===== src/rtl/cordic_pkg.sv =====
// Shared types and constants for the vectoring CORDIC.
package cordic_pkg;

  typedef enum logic [1:0] {
    IDLE  = 2'd0,
    ITER  = 2'd1,
    SCALE = 2'd2,
    DONE  = 2'd3
  } state_t;

  // Two extra MSBs absorb the CORDIC gain (~1.65 * sqrt(2)) and exact negation of -2^(B-1).
  localparam int GUARD_BITS = 2;

  // Gain compensation K ~= 0.6074 as 2^-1 + 2^-3 - 2^-6 - 2^-9.
  localparam int          GAIN_TERMS = 4;
  localparam int          GAIN_SH [GAIN_TERMS] = '{1, 3, 6, 9};
  localparam logic [3:0]  GAIN_NEG = 4'b1100;  // bit i set: term i is subtracted

endpackage


===== src/rtl/cordic_vectoring_if.sv =====
// Handshake bus of the vectoring CORDIC: input vector and result channels.
interface cordic_vectoring_if #(
  parameter int B = 14,
  parameter int N = 7
) ();
  logic           in_valid;
  logic           in_ready;
  logic [2*B-1:0] data_w;     // {x, y}, two's complement
  logic           out_valid;
  logic           out_ready;
  logic [B+1:0]   mag;
  logic [N-1:0]   sigma;
  logic           quad;

  modport slave (
    input  in_valid, data_w, out_ready,
    output in_ready, out_valid, mag, sigma, quad
  );

  modport master (
    output in_valid, data_w, out_ready,
    input  in_ready, out_valid, mag, sigma, quad
  );
endinterface


===== src/rtl/cordic_gain_comp.sv =====
// Combinational shift-add CORDIC gain compensator, each term truncated, sum kept at width W.
module cordic_gain_comp
  import cordic_pkg::*;
#(
  parameter int W = 16
) (
  input  logic signed [W-1:0] x_in,
  output logic signed [W-1:0] mag_out
);

  // Accumulate the signed shifted terms of K.
  always_comb begin
    mag_out = '0;
    for (int i = 0; i < GAIN_TERMS; i++) begin
      if (GAIN_NEG[i]) mag_out = mag_out - (x_in >>> GAIN_SH[i]);
      else             mag_out = mag_out + (x_in >>> GAIN_SH[i]);
    end
  end

endmodule


===== src/rtl/cordic_vectoring.sv =====
// Iterative vectoring-mode CORDIC: one micro-rotation per cycle, drives y to zero,
// returns magnitude, direction bits and quadrant flag.
// Optional macro CORDIC_VEC_SCALE_EN adds a SCALE state applying gain compensation.
module cordic_vectoring
  import cordic_pkg::*;
#(
  parameter int B = 14,
  parameter int N = 7
) (
  input  logic               clk,
  input  logic               rst,   // async, active low
  cordic_vectoring_if.slave  bus
);

  localparam int W  = B + GUARD_BITS;
  localparam int CW = $clog2(N);

  state_t              state, state_nx;
  logic [CW-1:0]       cnt;
  logic signed [W-1:0] x_r, y_r, x_nx, y_nx, x_ext, y_ext, x_ld, y_ld;
  logic                d, neg_in, last;
  logic [W-1:0]        mag_r;
  logic [N-1:0]        sigma_r;
  logic                quad_r;

  assign neg_in = bus.data_w[2*B-1];
  assign x_ext  = {{GUARD_BITS{bus.data_w[2*B-1]}}, bus.data_w[2*B-1:B]};
  assign y_ext  = {{GUARD_BITS{bus.data_w[B-1]}},   bus.data_w[B-1:0]};
  assign x_ld   = neg_in ? -x_ext : x_ext;
  assign y_ld   = neg_in ? -y_ext : y_ext;
  assign last   = (cnt == CW'(N-1));

  // One micro-rotation toward y=0; d=1 when y is non-negative.
  always_comb begin
    d = ~y_r[W-1];
    if (d) begin
      x_nx = x_r + (y_r >>> cnt);
      y_nx = y_r - (x_r >>> cnt);
    end else begin
      x_nx = x_r - (y_r >>> cnt);
      y_nx = y_r + (x_r >>> cnt);
    end
  end

`ifdef CORDIC_VEC_SCALE_EN
  logic signed [W-1:0] x_scaled;

  cordic_gain_comp #(.W(W)) u_gain (
    .x_in    (x_r),
    .mag_out (x_scaled)
  );
`endif

  // Next-state logic.
  always_comb begin
    state_nx = state;
    case (state)
      IDLE:  if (bus.in_valid) state_nx = ITER;
`ifdef CORDIC_VEC_SCALE_EN
      ITER:  if (last) state_nx = SCALE;
`else
      ITER:  if (last) state_nx = DONE;
`endif
      SCALE: state_nx = DONE;
      DONE:  if (bus.out_ready) state_nx = IDLE;
      default: state_nx = IDLE;
    endcase
  end

  assign bus.in_ready  = (state == IDLE);
  assign bus.out_valid = (state == DONE);
  assign bus.mag       = mag_r;
  assign bus.sigma     = sigma_r;
  assign bus.quad      = quad_r;

  // State register and iterative datapath; reset aborts any operation in flight.
  always_ff @(posedge clk or negedge rst) begin
    if (!rst) begin
      state   <= IDLE;
      cnt     <= '0;
      x_r     <= '0;
      y_r     <= '0;
      mag_r   <= '0;
      sigma_r <= '0;
      quad_r  <= 1'b0;
    end else begin
      state <= state_nx;
      case (state)
        IDLE: if (bus.in_valid) begin
          x_r    <= x_ld;
          y_r    <= y_ld;
          quad_r <= neg_in;
          cnt    <= '0;
        end
        ITER: begin
          x_r          <= x_nx;
          y_r          <= y_nx;
          sigma_r[cnt] <= d;
          cnt          <= cnt + 1'b1;
`ifndef CORDIC_VEC_SCALE_EN
          if (last) mag_r <= $unsigned(x_nx);
`endif
        end
`ifdef CORDIC_VEC_SCALE_EN
        SCALE: mag_r <= $unsigned(x_scaled);
`endif
        default: ;
      endcase
    end
  end

endmodule


===== src/flat_wrapper.sv =====
// flat-port wrapper written by rule: the top's interface ports become plain ports
module cordic_vectoring_flat import cordic_pkg::*;
#(
  parameter int B = 14,
  parameter int N = 7
)
  (clk, rst, bus_in_valid, bus_data_w, bus_out_ready, bus_in_ready, bus_out_valid, bus_mag, bus_sigma, bus_quad);
  cordic_vectoring_if #(.B(B), .N(N)) bus_i ();
  input  logic clk;
  input  logic rst;
  input wire logic [$bits(bus_i.in_valid)-1:0] bus_in_valid;
  input wire logic [$bits(bus_i.data_w)-1:0] bus_data_w;
  input wire logic [$bits(bus_i.out_ready)-1:0] bus_out_ready;
  output wire logic [$bits(bus_i.in_ready)-1:0] bus_in_ready;
  output wire logic [$bits(bus_i.out_valid)-1:0] bus_out_valid;
  output wire logic [$bits(bus_i.mag)-1:0] bus_mag;
  output wire logic [$bits(bus_i.sigma)-1:0] bus_sigma;
  output wire logic [$bits(bus_i.quad)-1:0] bus_quad;
  assign bus_i.in_valid = bus_in_valid;
  assign bus_i.data_w = bus_data_w;
  assign bus_i.out_ready = bus_out_ready;
  assign bus_in_ready = bus_i.in_ready;
  assign bus_out_valid = bus_i.out_valid;
  assign bus_mag = bus_i.mag;
  assign bus_sigma = bus_i.sigma;
  assign bus_quad = bus_i.quad;
  cordic_vectoring #(.B(B), .N(N)) u_core (.clk(clk), .rst(rst), .bus(bus_i));
endmodule

===== config.mk =====
export PLATFORM = sky130hd
export DESIGN_NAME = cordic_vectoring_flat
export DESIGN_NICKNAME = d
export VERILOG_FILES = /design/src/rtl/cordic_pkg.sv /design/src/rtl/cordic_vectoring_if.sv /design/src/rtl/cordic_gain_comp.sv /design/src/rtl/cordic_vectoring.sv /design/src/flat_wrapper.sv
export SDC_FILE = /design/constraint.sdc
export NUM_CORES = 1
export LEC_CHECK = 0
export BUFFER_PORTS_ARGS = -buffer_cell sky130_fd_sc_hd__buf_2
export CORE_MARGIN = 2
export CORE_UTILIZATION = 30
export CTS_CLUSTER_SIZE = 40
export DETAILED_ROUTE_END_ITERATION = 12
export GPL_TIMING_DRIVEN = 0
export PLACE_DENSITY = 0.51
export SKIP_LAST_GASP = 1
export SLEW_MARGIN = 20
export SYNTH_ARGS = -nofsm -noshare
export SYNTH_HDL_FRONTEND = slang
export SYNTH_HIERARCHICAL = 1
export SYNTH_SLANG_ARGS = --single-unit

===== constraint.sdc =====
create_clock -name clk -period 5.25 [get_ports clk]
set_input_delay 0.2625 -clock clk [delete_from_list [all_inputs] [get_ports clk]]
set_output_delay 0.2625 -clock clk [all_outputs]
set_load 0.01 [all_outputs]

==> impl_results.html, run 1 <==
<table>
<tr><th>Metric</th><th>Value</th></tr>
<tr><th colspan="2">Run status</th></tr>
<tr><td>Outcome</td><td>complete, no violations</td></tr>
<tr><th colspan="2">STA</th></tr>
<tr><td>Final count of negative-setup-slack endpoints</td><td>0</td></tr>
<tr><td>Fmax</td><td>205 MHz</td></tr>
<tr><td>Max-slew violations</td><td>0</td></tr>
<tr><td>RSZ-0062 raised after global routing</td><td>yes</td></tr>
<tr><td>Final clock skew</td><td>around 0.0095 ns</td></tr>
<tr><td>Final critical path time including I/O delays and setup</td><td>4.88 ns</td></tr>
<tr><td>Crit share post-route</td><td>0.929</td></tr>
<tr><td>Worst-Margin Slew</td><td>~1.1 ns</td></tr>
<tr><td>Setup_tns</td><td>0 ns</td></tr>
<tr><td>Worst-case headroom to the max-slew limit</td><td>0.279</td></tr>
<tr><td>Final hold violation count</td><td>0</td></tr>
<tr><th colspan="2">Global route</th></tr>
<tr><td>Antenna violations before repair</td><td>1</td></tr>
<tr><td>Vias in the first global route</td><td>a little over 6k</td></tr>
<tr><td>Wire length of the first global-routing pass</td><td>approximately 37 mm</td></tr>
<tr><td>Maximum number of pins on one net before global-route repair</td><td>34</td></tr>
<tr><td>GRT Resource Usage Total</td><td>0.202</td></tr>
<tr><td>Overflow left after global routing</td><td>0</td></tr>
<tr><th colspan="2">Clocking</th></tr>
<tr><td>CTS Root Buffer Type</td><td>sky130_fd_sc_hd__clkbuf_16</td></tr>
<tr><td>CTS tree</td><td>done</td></tr>
<tr><td>Register clock-pin slew on the reported worst setup and hold paths</td><td>roughly 0.06 ns</td></tr>
<tr><td>Clock buffer depth</td><td>2</td></tr>
<tr><td>Post-CTS setup buffer count</td><td>0</td></tr>
<tr><td>Source-to-sink clock delay at the later pin of the worst-skew pair</td><td>between 0.3 and 0.4 ns</td></tr>
<tr><td>Number of buffers created by CTS</td><td>9</td></tr>
<tr><td>TritonCTS Sinks</td><td>61</td></tr>
<tr><td>Total number of H-tree levels</td><td>3</td></tr>
<tr><th colspan="2">Setup path</th></tr>
<tr><td>Startpoint of the worst register-to-register path</td><td>u_core/cnt[2]$_DFFE_PN0P_</td></tr>
<tr><td>Critical R2R Capture</td><td>u_core/bus.mag[14]$_DFFE_PN0P_</td></tr>
<tr><td>Type of destination of the critical path</td><td>register</td></tr>
<tr><td>Maximum fanout count along the critical path</td><td>19</td></tr>
<tr><td>Worst Path Arrival</td><td>roughly 5 ns</td></tr>
<tr><td>Register-to-register setup slack</td><td>around 0.37 ns</td></tr>
<tr><td>Path depth of the worst reg2reg path</td><td>18</td></tr>
<tr><td>Req. time, crit path</td><td>between 5 and 6 ns</td></tr>
<tr><td>Type of origin of the critical path</td><td>register</td></tr>
<tr><td>Crit path kind</td><td>reg -&gt; reg</td></tr>
<tr><th colspan="2">Detailed routing</th></tr>
<tr><td># DRC</td><td>0</td></tr>
<tr><td>Residual antenna-violating net count after detailed routing</td><td>0</td></tr>
<tr><td>Number of vias per cell</td><td>~5.5</td></tr>
<tr><td>Average wire per cell in the routed design</td><td>between 20 and 25 microns</td></tr>
<tr><td>Routed vias</td><td>roughly 6.4k</td></tr>
<tr><td>Violation count after the first detailed-routing iteration</td><td>about 560</td></tr>
<tr><td>Detailed Route WL</td><td>about 23 mm</td></tr>
<tr><td>First drt pass iteration count</td><td>5</td></tr>
<tr><th colspan="2">Synthesis</th></tr>
<tr><td>Synth Net Count</td><td>roughly 900</td></tr>
<tr><td>Sequential area share after synthesis</td><td>0.227</td></tr>
<tr><td>Average instance area after synthesis</td><td>8.26 sq um</td></tr>
<tr><td>Count of distinct cell types in the synthesized netlist</td><td>between 60 and 70</td></tr>
<tr><td>Fraction of synthesized area in multiplexers</td><td>0.158</td></tr>
<tr><td>Mapped Cells</td><td>between 800 and 900</td></tr>
<tr><td>Number of flip-flops and latches in the synthesized netlist</td><td>61</td></tr>
<tr><td>Summed instance area of the synthesized netlist</td><td>roughly 6700 sq um</td></tr>
<tr><td>Flip-flop cell with the highest count after synthesis</td><td>sky130_fd_sc_hd__dfrtp_1</td></tr>
<tr><td>Post-synth EDFFs</td><td>0</td></tr>
<tr><td>Area share of and/or/nand/nor cells after synthesis</td><td>0.170</td></tr>
<tr><td>Post-Synth Adder-Cell Area</td><td>0.0877</td></tr>
<tr><td>Fraction of synthesis flops using an asynchronous set or reset pin</td><td>1.00</td></tr>
<tr><td>Xor/xnor share of the synthesized area</td><td>0.0910</td></tr>
<tr><td>Compound-cell area share of the yosys netlist</td><td>0.221</td></tr>
<tr><td>Dominant combinational cell family by area after synthesis</td><td>compound AO/OA/AOI/OAI gates</td></tr>
<tr><td>YS warnings</td><td>6</td></tr>
<tr><th colspan="2">Die</th></tr>
<tr><td>Effective utilization at floorplan</td><td>0.307</td></tr>
<tr><td>Core Area</td><td>between 20000 and 25000 sq um</td></tr>
<tr><td>Y dimension of the die</td><td>between 150 and 200 microns</td></tr>
<tr><td>Floorplan die area</td><td>23700 sq um</td></tr>
<tr><td>I/O pin cnt</td><td>58</td></tr>
<tr><td>Placement row count</td><td>54</td></tr>
<tr><td>Die Wd</td><td>between 150 and 200 microns</td></tr>
<tr><th colspan="2">Cells and area</th></tr>
<tr><td>Share of cells above drive strength 1</td><td>0.151</td></tr>
<tr><td>Antenna Cells</td><td>0</td></tr>
<tr><td>Synthesis-to-layout area growth</td><td>14.7%</td></tr>
<tr><td>Nets@finish</td><td>961</td></tr>
<tr><td>Most common library cell in the layout ignoring fill and taps</td><td>sky130_fd_sc_hd__nand2_1</td></tr>
<tr><td>Leading cell types in the layout, fill and taps excluded</td><td>84 x sky130_fd_sc_hd__nand2_1, 72 x sky130_fd_sc_hd__o21ai_0, 69 x sky130_fd_sc_hd__nor2_1</td></tr>
<tr><th colspan="2">Min path</th></tr>
<tr><td>Min-Delay Startpoint</td><td>bus_data_w[14]</td></tr>
<tr><td>Class of the worst hold path</td><td>in -&gt; reg</td></tr>
<tr><td>End point of the most critical hold path</td><td>u_core/x_r[0]$_DFFE_PN0P_</td></tr>
<tr><td>Worst hold path cell count</td><td>3</td></tr>
<tr><th colspan="2">Run</th></tr>
<tr><td>Maximum capacitance violations</td><td>0</td></tr>
<tr><th colspan="2">Place</th></tr>
<tr><td>Port Buf Inserts</td><td>57</td></tr>
<tr><td>Half-perimeter wire length after placement</td><td>about 18 mm</td></tr>
<tr><td>Gp weighted congestion</td><td>approximately 0.95</td></tr>
</table>
[routing by layer]
| metal | vias up | global-route usage | wire (microns) |
|---|---|---|---|
| met2 | 224 | 0.301 | 10100 |
| met4 | 0 | 0.0859 | 711 |
| met5 | - | 0 | 0 |
| met3 | 39 | 0.0454 | 1610 |
| met1 | 3063 | 0.280 | 11000 |
| li1 | 3117 | - | - |
[timing repair]
action / in CTS / in global routing
hold endpoints to repair: 28 / 0
resized for setup: 3 / 5
endpoints found under the setup margin: 17 / 6
pin swaps: 0 / 1
hold buffers: 1 / 0
[worst max-delay path by stage]
stage                               from                              to  slack (ns)  cells past startpoint
2_1_floorplan  u_core/cnt[1]$_DFFE_PN0P_  u_core/bus.mag[14]$_DFFE_PN0P_        0.59                     17
3_3_place_gp   u_core/cnt[1]$_DFFE_PN0P_  u_core/bus.mag[13]$_DFFE_PN0P_       -0.66                     18
3_5_place_dp   u_core/cnt[1]$_DFFE_PN0P_  u_core/bus.mag[13]$_DFFE_PN0P_       -0.63                     18
4_1_cts        u_core/cnt[1]$_DFFE_PN0P_  u_core/bus.mag[13]$_DFFE_PN0P_        0.15                     17
5_1_grt        u_core/cnt[2]$_DFFE_PN0P_  u_core/bus.mag[13]$_DFFE_PN0P_     -0.0009                     18
6_report       u_core/cnt[2]$_DFFE_PN0P_  u_core/bus.mag[14]$_DFFE_PN0P_        0.37                     18
[critical path, cell delays in order, from the launching register on]
cell and delay [ns]:
sky130_fd_sc_hd__dfrtp_1 0.41, sky130_fd_sc_hd__clkbuf_4 0.33, sky130_fd_sc_hd__buf_2 0.32, sky130_fd_sc_hd__nand2_1 0.21, sky130_fd_sc_hd__a2111oi_0 0.53, sky130_fd_sc_hd__nor4_2 0.18
sky130_fd_sc_hd__nor4b_2 0.47, sky130_fd_sc_hd__and2_1 0.24, sky130_fd_sc_hd__a21oi_1 0.05, sky130_fd_sc_hd__a31oi_1 0.13, sky130_fd_sc_hd__o21ai_0 0.14, sky130_fd_sc_hd__ha_1 0.38
sky130_fd_sc_hd__nand2_1 0.10, sky130_fd_sc_hd__nand2_1 0.05, sky130_fd_sc_hd__a31o_2 0.22, sky130_fd_sc_hd__a21o_1 0.20, sky130_fd_sc_hd__a31o_2 0.28, sky130_fd_sc_hd__nor4b_1 0.14
sky130_fd_sc_hd__or3_1 0.37
[synth_stat cells (4+ instances only)]
master                      n  share of area
sky130_fd_sc_hd__and3_1     5         0.0046
sky130_fd_sc_hd__o22ai_1    6         0.0056
sky130_fd_sc_hd__and2_1     4         0.0037
sky130_fd_sc_hd__dfrtp_1   61           0.23
sky130_fd_sc_hd__buf_2      6         0.0045
sky130_fd_sc_hd__mux4_1     5          0.020
sky130_fd_sc_hd__mux2i_1   39          0.058
sky130_fd_sc_hd__inv_1     27          0.015
sky130_fd_sc_hd__o31ai_1   15          0.017
sky130_fd_sc_hd__o211ai_1   8         0.0089
sky130_fd_sc_hd__ha_1      44          0.082
sky130_fd_sc_hd__nand2b_1  11          0.010
sky130_fd_sc_hd__a21o_1    15          0.017
sky130_fd_sc_hd__nor3_1    21          0.016
sky130_fd_sc_hd__or3_1      7         0.0065
sky130_fd_sc_hd__mux4_2     9          0.030
sky130_fd_sc_hd__nor4b_1    4         0.0052
sky130_fd_sc_hd__or4_1      5         0.0056
sky130_fd_sc_hd__a21oi_1   68          0.051
sky130_fd_sc_hd__clkbuf_1  28          0.016
sky130_fd_sc_hd__o21ai_0   72          0.054
sky130_fd_sc_hd__nor2b_1    9         0.0084
sky130_fd_sc_hd__xor2_1    26          0.034
sky130_fd_sc_hd__buf_1      6         0.0033
sky130_fd_sc_hd__nand3_1   12         0.0089
sky130_fd_sc_hd__nand2_1   84          0.047
sky130_fd_sc_hd__a31oi_1   11          0.010
sky130_fd_sc_hd__a211oi_1   8         0.0089
sky130_fd_sc_hd__nor2_1    69          0.038
sky130_fd_sc_hd__mux2_2    29          0.048
sky130_fd_sc_hd__xnor2_1   44          0.057
[cell type report]
cell class                 count  area, sq um
timing repair buffer          59          318
clock buffer                  12          236
inverter                      28          105
fill                        2293        14200
sequential                    61         1530
multi-input combinational    683         4910
clock inverter                 4         72.6
tap                          280          350
buffer                        41          203
[state kept, by name (all words and copies together), names as in the netlist]
name / cells
u_core/bus.sigma: 7
u_core/cnt: 3
u_core/y_r: 16
u_core/x_r: 16
u_core/bus.mag: 16
u_core/state: 2
u_core/bus.quad: 1
[metrics by stage]
| step | util | setup slack [ns] | instance area (sq um) | std cells | hold WS, ns |
|---|---|---|---|---|---|
| finish | 0.352 | 0.374 | 7720 | 1168 | 0.229 |
| global placement | 0.336 | -0.658 | 7370 | 1152 | 0.460 |
| global route | 0.352 | -0.000942 | 7720 | 1168 | 0.267 |
| CTS | 0.351 | 0.147 | 7710 | 1168 | 0.214 |
| floorplan | - | 0.593 | 6740 | 815 | -0.0331 |
| detailed placement | 0.337 | -0.626 | 7390 | 1153 | 0.222 |
[cell families (layout without fill, tap and decap cells)]
kind of cell / after synthesis / after routing
multiplexers: 83 / 83
AND/OR/NAND/NOR: 245 / 245
flip-flops: 61 / 61
buffers and inverters: 71 / 144
XOR/XNOR: 70 / 70
adder cells (fa/ha/maj): 46 / 46
AO/OA/AOI/OAI: 239 / 239
Power of run 1 is not shown: default switching activity piles up to over one toggle a cycle in this logic, so the estimate is an artifact.
==> inputs of run 2 (changes only) <==
--- a/config.mk
+++ b/config.mk
@@ -7,11 +7,11 @@
 export LEC_CHECK = 0
 export BUFFER_PORTS_ARGS = -buffer_cell sky130_fd_sc_hd__buf_2
 export CORE_MARGIN = 2
-export CORE_UTILIZATION = 30
+export CORE_UTILIZATION = 51
 export CTS_CLUSTER_SIZE = 40
 export DETAILED_ROUTE_END_ITERATION = 12
 export GPL_TIMING_DRIVEN = 0
-export PLACE_DENSITY = 0.51
+export PLACE_DENSITY = 0.75
 export SKIP_LAST_GASP = 1
 export SLEW_MARGIN = 20
 export SYNTH_ARGS = -nofsm -noshare
==> impl_results.html, run 2 (synthesis results as in run 1) <==
<table>
<tr><th>Metric</th><th>Value</th></tr>
<tr><th colspan="2">STA</th></tr>
<tr><td>Worst-case headroom to the max-slew limit</td><td>0.314</td></tr>
<tr><td>Crit share post-route</td><td>0.950</td></tr>
<tr><td>Max-slew violations</td><td>0</td></tr>
<tr><td>Worst-Margin Slew</td><td>slightly above 1 ns</td></tr>
<tr><td>Fmax</td><td>~200 MHz</td></tr>
<tr><td>Setup_tns</td><td>0 ns</td></tr>
<tr><td>RSZ-0062 raised after global routing</td><td>no</td></tr>
<tr><td>Final clock skew</td><td>between 0.008 and 0.009 ns</td></tr>
<tr><td>Final hold violation count</td><td>0</td></tr>
<tr><td>Final critical path time including I/O delays and setup</td><td>approximately 5 ns</td></tr>
<tr><td>Final count of negative-setup-slack endpoints</td><td>0</td></tr>
<tr><td>Worst setup margin</td><td>0.263 ns</td></tr>
<tr><th colspan="2">Global route</th></tr>
<tr><td>Overflow left after global routing</td><td>0</td></tr>
<tr><td>GRT Resource Usage Total</td><td>0.308</td></tr>
<tr><td>Wire length of the first global-routing pass</td><td>33.7 mm</td></tr>
<tr><td>Antenna violations before repair</td><td>0</td></tr>
<tr><td>Maximum number of pins on one net before global-route repair</td><td>37</td></tr>
<tr><td>Vias in the first global route</td><td>a little over 6k</td></tr>
<tr><th colspan="2">Setup path</th></tr>
<tr><td>Maximum fanout count along the critical path</td><td>10</td></tr>
<tr><td>Worst Path Arrival</td><td>approximately 5.2 ns</td></tr>
<tr><td>Type of origin of the critical path</td><td>register</td></tr>
<tr><td>Req. time, crit path</td><td>~5.5 ns</td></tr>
<tr><td>Critical path's most frequent cell</td><td>sky130_fd_sc_hd__a21oi_1</td></tr>
<tr><td>Type of destination of the critical path</td><td>register</td></tr>
<tr><td>Crit path kind</td><td>reg -&gt; reg</td></tr>
<tr><td>Chain of cells forming the critical path</td><td>buf_2, buf_2, nand2b_1, nor3_1, nor4_1, nor4b_2, and2_1, a21oi_1, a31oi_1, o21ai_0, ha_1, nand2_1, and2_1, o211ai_1, a2111oi_0, o21ai_0, a21oi_1, a21oi_1</td></tr>
<tr><td>Maximum cell stage delay along the critical path</td><td>0.84 ns</td></tr>
<tr><td>Crit-path slowest cell</td><td>sky130_fd_sc_hd__nor4_1</td></tr>
<tr><th colspan="2">Place</th></tr>
<tr><td>Worst slack, placed</td><td>-0.431 ns</td></tr>
<tr><td>Half-perimeter wire length after placement</td><td>approximately 16 mm</td></tr>
<tr><td>Port Buf Inserts</td><td>57</td></tr>
<tr><td>Gp weighted congestion</td><td>roughly 1</td></tr>
<tr><th colspan="2">Detailed routing</th></tr>
<tr><td>First drt pass iteration count</td><td>5</td></tr>
<tr><td>Average wire per cell in the routed design</td><td>20.2 microns</td></tr>
<tr><td>Violation count after the first detailed-routing iteration</td><td>600</td></tr>
<tr><td>Residual antenna-violating net count after detailed routing</td><td>0</td></tr>
<tr><td>Routed vias</td><td>roughly 6.6k</td></tr>
<tr><td># DRC</td><td>0</td></tr>
<tr><td>Number of vias per cell</td><td>between 6 and 7</td></tr>
<tr><td>Detailed Route WL</td><td>~21 mm</td></tr>
<tr><th colspan="2">Die</th></tr>
<tr><td>Die Wd</td><td>around 120 microns</td></tr>
<tr><td>Core Area</td><td>12800 sq um</td></tr>
<tr><td>Y dimension of the die</td><td>119 microns</td></tr>
<tr><td>I/O pin cnt</td><td>between 50 and 60</td></tr>
<tr><td>Floorplan die area</td><td>around 14000 sq um</td></tr>
<tr><td>Effective utilization at floorplan</td><td>0.527</td></tr>
<tr><td>Placement row count</td><td>slightly above 40</td></tr>
<tr><th colspan="2">Cells and area</th></tr>
<tr><td>Antenna Cells</td><td>0</td></tr>
<tr><td>Share of cells above drive strength 1</td><td>0.153</td></tr>
<tr><td>Leading cell types in the layout, fill and taps excluded</td><td>84 x sky130_fd_sc_hd__nand2_1, 72 x sky130_fd_sc_hd__o21ai_0, 69 x sky130_fd_sc_hd__nor2_1</td></tr>
<tr><td>Synthesis-to-layout area growth</td><td>12.0%</td></tr>
<tr><td>Nets@finish</td><td>962</td></tr>
<tr><td>Most common library cell in the layout ignoring fill and taps</td><td>sky130_fd_sc_hd__nand2_1</td></tr>
<tr><th colspan="2">Clocking</th></tr>
<tr><td>Clock buffer depth</td><td>2</td></tr>
<tr><td>Total number of H-tree levels</td><td>3</td></tr>
<tr><td>Source-to-sink clock delay at the later pin of the worst-skew pair</td><td>between 0.3 and 0.4 ns</td></tr>
<tr><td>TritonCTS Sinks</td><td>61</td></tr>
<tr><td>Number of buffers created by CTS</td><td>9</td></tr>
<tr><td>CTS tree</td><td>done</td></tr>
<tr><td>CTS Root Buffer Type</td><td>sky130_fd_sc_hd__clkbuf_16</td></tr>
<tr><td>Register clock-pin slew on the reported worst setup and hold paths</td><td>~0.050 ns</td></tr>
<tr><th colspan="2">Run</th></tr>
<tr><td>Maximum capacitance violations</td><td>0</td></tr>
<tr><th colspan="2">Run status</th></tr>
<tr><td>Outcome</td><td>complete, no violations</td></tr>
<tr><th colspan="2">Min path</th></tr>
<tr><td>Class of the worst hold path</td><td>in -&gt; reg</td></tr>
</table>
run 2: repair_timing:
action | 4_1_cts | 5_1_grt
hold buffers | 1 | 0
hold endpoints to repair | 25 | 0
setup buffers | 0 | 0
resized for setup | 4 | 3
setup endpoints to repair | 11 | 5
pin swaps | 0 | 0
run 2: through the flow:
step	cells	hold WS [ns]	util	cell area [sq um]
after floorplan	815	-0.0331	-	6740
after global placement	1044	0.458	0.566	7240
after detailed placement	1045	0.203	0.568	7260
after CTS	1060	0.211	0.590	7540
after global routing	1060	0.258	0.590	7540
final	1060	0.222	0.590	7540
run 2: metal layers:
metal,share of wire,global-route usage
met1,0.43,0.414
met2,0.45,0.472
met3,0.091,0.0742
met4,0.028,0.130
met5,0,0
run 2: final cells by class:
cell class | instances | area (sq um)
fill | 1188 | 5230
clock buffer | 11 | 243
buffer | 42 | 206
timing repair buffer | 59 | 318
clock inverter | 4 | 25.0
inverter | 28 | 105
tap | 172 | 215
multi-input combinational | 683 | 4900
sequential | 61 | 1530
run 2: path summary, 6_finish.rpt:
kind | from | to | slack (ns) | cells after the start
max | u_core/cnt[2]$_DFFE_PN0P_ | u_core/bus.mag[13]$_DFFE_PN0P_ | 0.26 | 18
min | bus_data_w[14] | u_core/x_r[0]$_DFFE_PN0P_ | 0.22 | 3
max reg2reg | u_core/cnt[2]$_DFFE_PN0P_ | u_core/bus.mag[13]$_DFFE_PN0P_ | 0.26 | 18
min reg2reg | u_core/bus.mag[6]$_DFFE_PN0P_ | u_core/bus.mag[6]$_DFFE_PN0P_ | 0.48 | 2
max in group asynchronous | rst | u_core/y_r[14]$_DFFE_PN0P_ | 4.33 | 3
min in group asynchronous | rst | u_core/bus.quad$_DFFE_PN0P_ | 0.39 | 2
run 2: worst max-delay path, delay by kind of cell, from the launching register on:
family	cells	cell delay (ns)
buf+inv	2	0.52
fa+ha+maj	1	0.35
flops	1	0.42
simple gates	7	1.98
compound gates	8	1.60
Power of run 2 is left out for the same reason.
